[config.mk]
export PLATFORM = sky130hd
export DESIGN_NAME = palette_mapper
export DESIGN_NICKNAME = d
export VERILOG_FILES = /design/src/rtl/palette_mapper.sv
export SDC_FILE = /design/constraint.sdc
export NUM_CORES = 1
export LEC_CHECK = 0
export BUFFER_PORTS_ARGS = -buffer_cell sky130_fd_sc_hd__buf_2
export CORE_UTILIZATION = 28
export CTS_CLUSTER_SIZE = 16
export DETAILED_ROUTE_END_ITERATION = 10
export HOLD_SLACK_MARGIN = 0.15
export SYNTH_ARGS = -nofsm -noshare
export SYNTH_HDL_FRONTEND = slang
export SYNTH_SLANG_ARGS = --single-unit
export TNS_END_PERCENT = 50
[constraint.sdc]
create_clock -name clkvideo -period 5.8 [get_ports clkvideo]
set_clock_uncertainty 0.2 [all_clocks]
set_input_delay 0.58 -clock clkvideo [delete_from_list [all_inputs] [get_ports clkvideo]]
set_output_delay 0.58 -clock clkvideo [all_outputs]
set_load 0.005 [all_outputs]
[src/rtl/palette_mapper.sv]
// Palette mapper: object flags + video mode -> RGB via a programmable palette RAM.
// Ports: clkvideo/rst_n, obj/hsync_in/vsync_in/vmode in, pal_wr_* write port, rgb_out/hsync_out/vsync_out/init_done out.
module palette_mapper #(
  parameter int N_OBJ        = 4,
  parameter int MODE_W       = 4,
  parameter int CH_W         = 4,
  parameter int BLANK_FRAMES = 2,
  localparam int IDX_W = $clog2(N_OBJ + 1),
  localparam int AW    = MODE_W + IDX_W,
  localparam int RGB_W = 3 * CH_W
) (
  input  logic              clkvideo,
  input  logic              rst_n,
  input  logic [N_OBJ-1:0]  obj,
  input  logic              hsync_in,
  input  logic              vsync_in,
  input  logic [MODE_W-1:0] vmode,
  input  logic              pal_wr_valid,
  output logic              pal_wr_ready,
  input  logic [AW-1:0]     pal_wr_addr,
  input  logic [RGB_W-1:0]  pal_wr_data,
  output logic [RGB_W-1:0]  rgb_out,
  output logic              hsync_out,
  output logic              vsync_out,
  output logic              init_done
);

  localparam int DEPTH = 1 << AW;
  localparam int BW =
    (BLANK_FRAMES > 0) ? $clog2(BLANK_FRAMES + 1) : 1;

  typedef enum logic {
    S_INIT,
    S_RUN
  } state_e;

  state_e state_q, state_d;
  logic [AW-1:0] init_addr_q, init_addr_d;
  logic init_done_q, init_done_d;

  logic we;
  logic [AW-1:0] wa;
  logic [RGB_W-1:0] wd;

  logic [IDX_W-1:0] idx;

  logic vs_prev_q, vs_prev_d;
  logic vs_rise;
  logic [MODE_W-1:0] mode_q, mode_d;
  logic [BW-1:0] blank_q, blank_d;

  logic [AW-1:0] a1_q, a1_d;
  logic hs1_q, hs1_d;
  logic vs1_q, vs1_d;
  logic hs2_q, hs2_d;
  logic vs2_q, vs2_d;
  logic hs3_q, hs3_d;
  logic vs3_q, vs3_d;
  logic [RGB_W-1:0] rgb_q, rgb_d;
  logic [RGB_W-1:0] rd_data_q;

  logic [RGB_W-1:0] mem [DEPTH];

  // Ready only once the fill has been observed complete,
  // so host writes can never collide with the default fill.
  assign pal_wr_ready = init_done_q;

  always_comb begin
    state_d     = state_q;
    init_addr_d = init_addr_q;
    we          = 1'b0;
    wa          = pal_wr_addr;
    wd          = pal_wr_data;
    unique case (state_q)
      S_INIT: begin
        we = 1'b1;
        wa = init_addr_q;
        wd = (init_addr_q[IDX_W-1:0] == '0) ? '0 : '1;
        if (init_addr_q == AW'(DEPTH - 1)) begin
          state_d = S_RUN;
        end else begin
          init_addr_d = init_addr_q + 1'b1;
        end
      end
      S_RUN: begin
        we = pal_wr_valid && pal_wr_ready;
      end
      default: begin
        state_d = S_INIT;
      end
    endcase
  end

  assign init_done_d = (state_q == S_RUN);

  // Lowest set bit wins: scan from the top so lower bits overwrite.
  always_comb begin
    idx = '0;
    for (int i = N_OBJ - 1; i >= 0; i--) begin
      if (obj[i]) idx = IDX_W'(i + 1);
    end
  end

  assign vs_rise = vsync_in && !vs_prev_q;

  always_comb begin
    vs_prev_d = vsync_in;
    mode_d    = mode_q;
    blank_d   = blank_q;
    if (vs_rise) begin
      mode_d = vmode;
      if (BLANK_FRAMES > 0 && vmode != mode_q) begin
        blank_d = BW'(BLANK_FRAMES);
      end else if (blank_q != '0) begin
        blank_d = blank_q - 1'b1;
      end
    end
  end

  always_comb begin
    a1_d  = {mode_q, idx};
    hs1_d = hsync_in;
    vs1_d = vsync_in;
    hs2_d = hs1_q;
    vs2_d = vs1_q;
    hs3_d = hs2_q;
    vs3_d = vs2_q;
    rgb_d = rd_data_q;
    if (hs2_q || blank_q != '0 || !init_done_q) begin
      rgb_d = '0;
    end
  end

  // Palette RAM: read returns pre-write data on a same-edge hit.
  always_ff @(posedge clkvideo) begin
    if (we) mem[wa] <= wd;
    rd_data_q <= mem[a1_q];
  end

  always_ff @(posedge clkvideo or negedge rst_n) begin
    if (!rst_n) begin
      state_q     <= S_INIT;
      init_addr_q <= '0;
      init_done_q <= 1'b0;
      vs_prev_q   <= 1'b0;
      mode_q      <= '0;
      blank_q     <= '0;
      a1_q        <= '0;
      hs1_q       <= 1'b0;
      vs1_q       <= 1'b0;
      hs2_q       <= 1'b0;
      vs2_q       <= 1'b0;
      hs3_q       <= 1'b0;
      vs3_q       <= 1'b0;
      rgb_q       <= '0;
    end else begin
      state_q     <= state_d;
      init_addr_q <= init_addr_d;
      init_done_q <= init_done_d;
      vs_prev_q   <= vs_prev_d;
      mode_q      <= mode_d;
      blank_q     <= blank_d;
      a1_q        <= a1_d;
      hs1_q       <= hs1_d;
      vs1_q       <= vs1_d;
      hs2_q       <= hs2_d;
      vs2_q       <= vs2_d;
      hs3_q       <= hs3_d;
      vs3_q       <= vs3_d;
      rgb_q       <= rgb_d;
    end
  end

  assign rgb_out   = rgb_q;
  assign hsync_out = hs3_q;
  assign vsync_out = vs3_q;
  assign init_done = init_done_q;

endmodule

==> results of run 1 <==
[cell type report]
| class | instances | area (µm²) | area share |
|---|---|---|---|
| Antenna cell | 7 | 17.5 | 0.000248 |
| Sequential cell | 1588 | 47400 | 0.670 |
| Timing Repair Buffer | 234 | 1860 | 0.0263 |
| Clock buffer | 216 | 4240 | 0.0600 |
| Tap cell | 2838 | 3550 | 0.0502 |
| Inverter | 12 | 45.0 | 0.000637 |
| Multi-Input combinational cell | 770 | 12900 | 0.183 |
| Clock inverter | 64 | 686 | 0.00970 |
[per-layer routing]
metal  vias to the layer above  part of all wire  track usage
met5                         -          0.000087            0
met4                         2             0.029       0.0477
met3                       227             0.053       0.0200
met2                       889              0.51        0.234
met1                     15177              0.41        0.180
li1                      11228                 -            -
[synthesized netlist by cell type, types with 3 or more instances]
cell	n
clkbuf_1	70
mux2_2	17
buf_4	14
xor2_1	5
nand2b_1	6
a21o_1	15
nand3_1	11
edfxtp_1	1536
xnor2_1	4
mux4_2	504
ha_1	3
buf_6	3
nor2_1	133
nand2_1	24
o21ai_0	5
dfxtp_1	12
o31ai_1	3
nor3b_1	3
dfrtp_1	40
inv_1	12
nand3b_1	3
buf_1	17
and2_1	13
buf_2	29
[logic make-up after synthesis]
kind of cell | Yosys count | share of synthesized area
buffers and inverters | 145 | 0.0108
XOR/XNOR | 9 | 0.00130
AO/OA/AOI/OAI | 33 | 0.00399
adder cells (fa/ha/maj) | 3 | 0.000617
flip-flops | 1588 | 0.779
multiplexers | 523 | 0.190
AND/OR/NAND/NOR | 202 | 0.0143
[critical path: cells and delay by family, from the launching register on]
kind	cells	cell delay, ns
multiplexers	4	1.87
flip-flops	1	0.96
buffers and inverters	1	0.61
[repair_timing]
action	CTS	global route
hold endpoints to repair	50	0
gates resized for setup	0	0
buffers inserted	0	0
hold buffers	13	0
endpoints found under the setup margin	0	0
[flip-flops by register name (all words and copies together), names as in the netlist]
signal and cells:
init_done 1, a1_q 7, vs2_q 1, init_addr_q 7, rd_data_q 12, mem 1536
rgb_out 12, vsync_out 1, hs1_q 1, vs1_q 1, hs2_q 1, mode_q 4
blank_q 2, hsync_out 1, init_done_d 1
[power by group]
part / internal, mW / switching, mW
clock: 5.54 / 4.32
sequential: 12.4 / 0.115
combinational: 0.347 / 0.344
total: 18.3 / 4.78
[stage by stage]
step                      total power, mW  hold WS, ns  setup slack [ns]  utilization
final                                23.1        0.155              1.96        0.328
after detailed placement             13.5        0.136              1.90        0.305
after CTS                            23.3        0.164              1.90        0.328
after global routing                 23.7        0.183              1.83        0.328
after global placement               13.5        0.135              1.91        0.305
after floorplan                      13.2       0.0844              2.15            -
[path summary, 6_finish.rpt]
kind | end | depth (start not counted)
max | rd_data_q[3] | 5
min | hs2_q | 0
max reg2reg | rd_data_q[3] | 5
min reg2reg | hs2_q | 0
max in group asynchronous | a1_q[4] | 3
min in group asynchronous | a1_q[2] | 3
[placed cells by master, fill, tap and decap left out, types with 6 or more instances in the layout]
cell type / Yosys / final
a21o_4: 0 / 12
and2_1: 13 / 13
buf_12: 0 / 15
buf_2: 29 / 47
buf_4: 14 / 159
bufinv_16: 0 / 9
clkbuf_1: 70 / 50
clkbuf_16: 0 / 157
clkbuf_8: 0 / 9
clkinv_1: 0 / 21
clkinv_2: 0 / 15
dfrtp_1: 40 / 34
dfxtp_1: 12 / 12
diode_2: 0 / 7
dlygate4sd3_1: 0 / 13
edfxtp_1: 1536 / 1536
inv_1: 12 / 12
mux2_2: 17 / 17
mux4_2: 504 / 504
nand2_1: 24 / 24
nand2b_1: 6 / 6
nand3_1: 11 / 11
nor2_1: 133 / 125
nor2_2: 0 / 8
==> impl_metrics.py, run 1 <==
metrics = {
    "outcome": {
        "outcome": "completed",
    },
    "global_routing": {
        "grt_max_degree": 104,
        "grt-ovfl-total": 0,
        "grt_util_all_layers": 0.138,
        "grt_first_pass_wirelength_um": 215000,
        "antenna_found_initial": 10,
        "grt_pass1_vias": 28071,
    },
    "placed_design": {
        "place_area_um2": 65600,
        "hpwl_um": 89100,
        "gp_congestion": 0.816,
        "dp.cells": 5429,
        "port_buffers": 47,
    },
    "route": {
        "drt_iter0_drc": 3006,
        "drc": 0,
        "first_pass_iters": 5,
        "wl_per_cell_um": 26.2,
        "vias": 27523,
        "detail-route-antenna-nets": 0,
        "routed_via_density": 4.80,
        "drt-total-wl_um": 150000,
    },
    "synthesis": {
        "synth-seq-cells": 1588,
        "netlist_area_um2": 60800,
        "synthFlopType": "edfxtp_1",
        "syn_avg_cell_area_um2": 24.3,
        "synth_fp_nets": 2538,
        "synthArstFlopShare": 0.0252,
        "ys_seq_area_frac": 0.779,
        "synth_area_leaders": "edfxtp_1 (76%), mux4_2 (19%), dfrtp_1 (1.6%), nor2_1 (0.82%), clkbuf_1 (0.43%)",
        "synth_largest_area_cell": "edfxtp_1",
        "yosysTopAreaCellShare": 0.758,
        "synth_edf_count": 1536,
        "synth_cells": 2503,
        "ys_warn_count": 0,
        "ys_types": 41,
    },
    "critical_path": {
        "worstSetupStartpoint": "a1_q[2]",
        "crit_fanout": 39,
        "path_class": "flip-flop to flip-flop",
        "worst_ep_required_time_ns": 6.28,
        "cp-end-kind": "flip-flop",
        "ff2ff_setup_slack_ns": 1.96,
        "cp-start-kind": "flip-flop",
        "critPathSlowestCell": "dfrtp_4",
        "critPathArrivalTime_ns": 4.32,
        "cp_cell_sequence": "buf_4 -> mux4_2 -> mux4_2 -> mux4_2 -> mux2_2",
        "crit_top_cell": "mux4_2",
        "max_stage_delay_ns": 0.96,
        "worstReg2RegStart": "a1_q[2]",
    },
    "pwr": {
        "cellPowerDensity_nw_per_um2": 326,
        "ir_worst_vdd_uv": 255,
        "leakage_nw": 17.6,
    },
    "timing": {
        "max_freq_mhz": 260,
        "tightest_slew_ns": 1.42,
        "setup-tns-final_ns": 0,
        "slew_headroom": 0.0482,
        "setup_viol": 0,
        "finalHoldViolCount": 0,
        "rsz0062_at_grt": "false",
        "slew_violations": 0,
        "post-route-min-period_ns": 3.84,
        "fin_crit_sh": 0.662,
    },
    "floorplanning": {
        "ios": 48,
        "die_y_um": 468,
        "rows": 170,
        "dieArea_um2": 219000,
        "core_area_um2": 215000,
        "initial_core_util": 0.283,
        "die_w_um": 468,
    },
    "clocking": {
        "cts_tree": "done",
        "clk_path_buf_depth": 3,
        "numCtsBuffers": 154,
        "cts_sinks": 1588,
        "clockRootBuffer": "clkbuf_16",
        "cts_htree_levels": 4,
        "cts.clk_slew.worst_paths_ns": 0.06,
        "clock_latency_ns": 0.79,
    },
    "finish": {
        "final_area_um2": 70700,
        "drive_above_1_share": 0.340,
        "fill_cells": 20126,
        "final_nets": 2795,
        "fin_cells": 5729,
        "area_growth_pct": 16.3,
    },
    "hold_path": {
        "hold_path.class": "flip-flop to flip-flop",
        "holdCritStartpoint": "hs1_q",
    },
    "run": {
        "cap_violations": 0,
    },
}
Power figures use the tool's default switching activity.
==> run 2, diff against run 1 <==
- clock period: 5.8 -> 3.35 ns (I/O delays scaled with it)
==> run 2 against run 1 <==
- critical path depth is 1 higher
- highest routed layer is now met4
- wire length is 3.2% higher
- global-route usage is 0.34 points higher
- non-clock buffer count is 130 higher
- setup slack worse by 1.9 ns
- via count is 3.1% higher
- register-to-register slack worse by 1.9 ns
- worst hold slack worse by 0.0037 ns
- combinational power is 110% higher
- utilization is 0.83 points higher
==> impl_metrics.py, run 2 (synthesized netlist as in run 1, its figures left out) <==
metrics = {
    "route": {
        "first_pass_iters": 5,
        "wl_per_cell_um": 26.4,
        "detail-route-antenna-nets": 0,
        "vias": 28364,
        "drt-total-wl_um": 155000,
        "drc": 0,
        "drt_iter0_drc": 3046,
        "routed_via_density": 4.84,
    },
    "finish": {
        "regMostFlops": "mem",
        "drive_above_1_share": 0.361,
        "largest_register_ffs": 1536,
        "layout_common_cells": "edfxtp_1 (1536), mux4_2 (504), buf_4 (219), clkbuf_16 (160), nor2_1 (133)",
        "fill_cells": 19862,
        "final_nets": 2927,
        "final_area_um2": 72500,
        "final_common_cell": "edfxtp_1",
        "area_growth_pct": 19.2,
    },
    "floorplanning": {
        "ios": 48,
        "initial_core_util": 0.283,
        "die_w_um": 468,
        "dieArea_um2": 219000,
        "rows": 170,
        "die_y_um": 468,
        "core_area_um2": 215000,
    },
    "clocking": {
        "numCtsBuffers": 156,
        "clk_path_buf_depth": 3,
        "clock_latency_ns": 0.83,
        "cts.clk_slew.worst_paths_ns": 0.06,
        "cts_tree": "done",
        "cts_sinks": 1588,
        "clockRootBuffer": "clkbuf_16",
        "cts_htree_levels": 4,
    },
    "global_routing": {
        "grt_first_pass_wirelength_um": 219000,
        "grt_pass1_vias": 28695,
        "grt_max_degree": 67,
        "antenna_found_initial": 9,
        "grt-ovfl-total": 0,
        "grt_util_all_layers": 0.141,
    },
    "timing": {
        "tightest_slew_ns": 0.992,
        "setup-tns-final_ns": 0,
        "max_freq_mhz": 300,
        "finalHoldViolCount": 0,
        "fin_crit_sh": 0.994,
        "slew_violations": 0,
        "rsz0062_at_grt": "true",
        "slew_headroom": 0.339,
        "post-route-min-period_ns": 3.33,
        "setup_viol": 0,
    },
    "placed_design": {
        "place_area_um2": 67000,
        "gp_congestion": 0.794,
        "hpwl_um": 99700,
        "port_buffers": 47,
    },
    "pwr": {
        "ir_worst_vdd_uv": 406,
        "cellPowerDensity_nw_per_um2": 557,
        "leakage_nw": 18.5,
    },
    "run": {
        "cap_violations": 0,
    },
    "critical_path": {
        "path_class": "flip-flop to flip-flop",
        "cp-end-kind": "flip-flop",
        "crit_fanout": 16,
        "worst_ep_required_time_ns": 3.86,
        "cp-start-kind": "flip-flop",
        "critPathArrivalTime_ns": 3.84,
    },
    "hold_path": {
        "hold_path.class": "flip-flop to flip-flop",
    },
    "outcome": {
        "outcome": "completed",
    },
}
[run 2: critical path, stage by stage, from the launching register on]
cell and delay (ns):
dfrtp_4 0.47, buf_12 0.25, buf_12 0.20, mux4_2 0.57, mux4_2 0.58, mux4_2 0.59
mux2_2 0.31
[run 2: what timing repair did]
item,4_1_cts,5_1_grt
pin swaps,0,0
gates resized for setup,2,4
setup buffers,0,0
hold endpoints to repair,587,0
hold buffers,34,0
gates cloned,0,2
setup endpoints to repair,4,4
[run 2: final timing paths]
path | slack, ns | cells after the start | startpoint | endpoint
min reg2reg | 0.15 | 0 | vs2_q | vsync_out
max reg2reg | 0.02 | 6 | a1_q[0] | rd_data_q[4]
max | 0.02 | 6 | a1_q[0] | rd_data_q[4]
min | 0.15 | 0 | vs2_q | vsync_out
max in group asynchronous | 2.18 | 4 | rst_n | init_addr_q[4]
min in group asynchronous | 0.51 | 4 | rst_n | a1_q[0]
[run 2: metal layers]
metal	GRT usage	vias up	wire, µm
met3	0.0211	205	8860
met2	0.236	991	77600
met4	0.0420	0	4180
li1	-	11481	-
met5	0	-	0
met1	0.190	15687	64200
[run 2: power breakdown]
part	total [mW]	internal [mW]	switching [mW]
combinational	1.45	0.701	0.749
sequential	21.6	21.5	0.122
clock	17.3	9.69	7.65
[run 2: cell type report]
type                            count  area [µm²]  share of cell area
Clock buffer                      206        4180              0.0577
Multi-Input combinational cell    770       12900               0.178
Inverter                           12        45.0            0.000621
Tap cell                         2838        3550              0.0490
Antenna cell                       10        25.0            0.000345
Sequential cell                  1588       47400               0.654
Timing Repair Buffer              364        3510              0.0485
Clock inverter                     78         891              0.0123
[run 2: per-stage QoR]
stage	instances	setup slack (ns)	power [mW]	util	hold WS [ns]
after floorplan	2503	-0.302	22.8	-	-0.161
after global placement	5536	-0.0548	23.5	0.311	0.142
after detailed placement	5536	-0.0400	23.5	0.311	0.143
after CTS	5854	0.00998	40.7	0.336	0.157
after global routing	5862	-0.00668	41.4	0.337	0.159
final	5866	0.0209	40.4	0.337	0.151
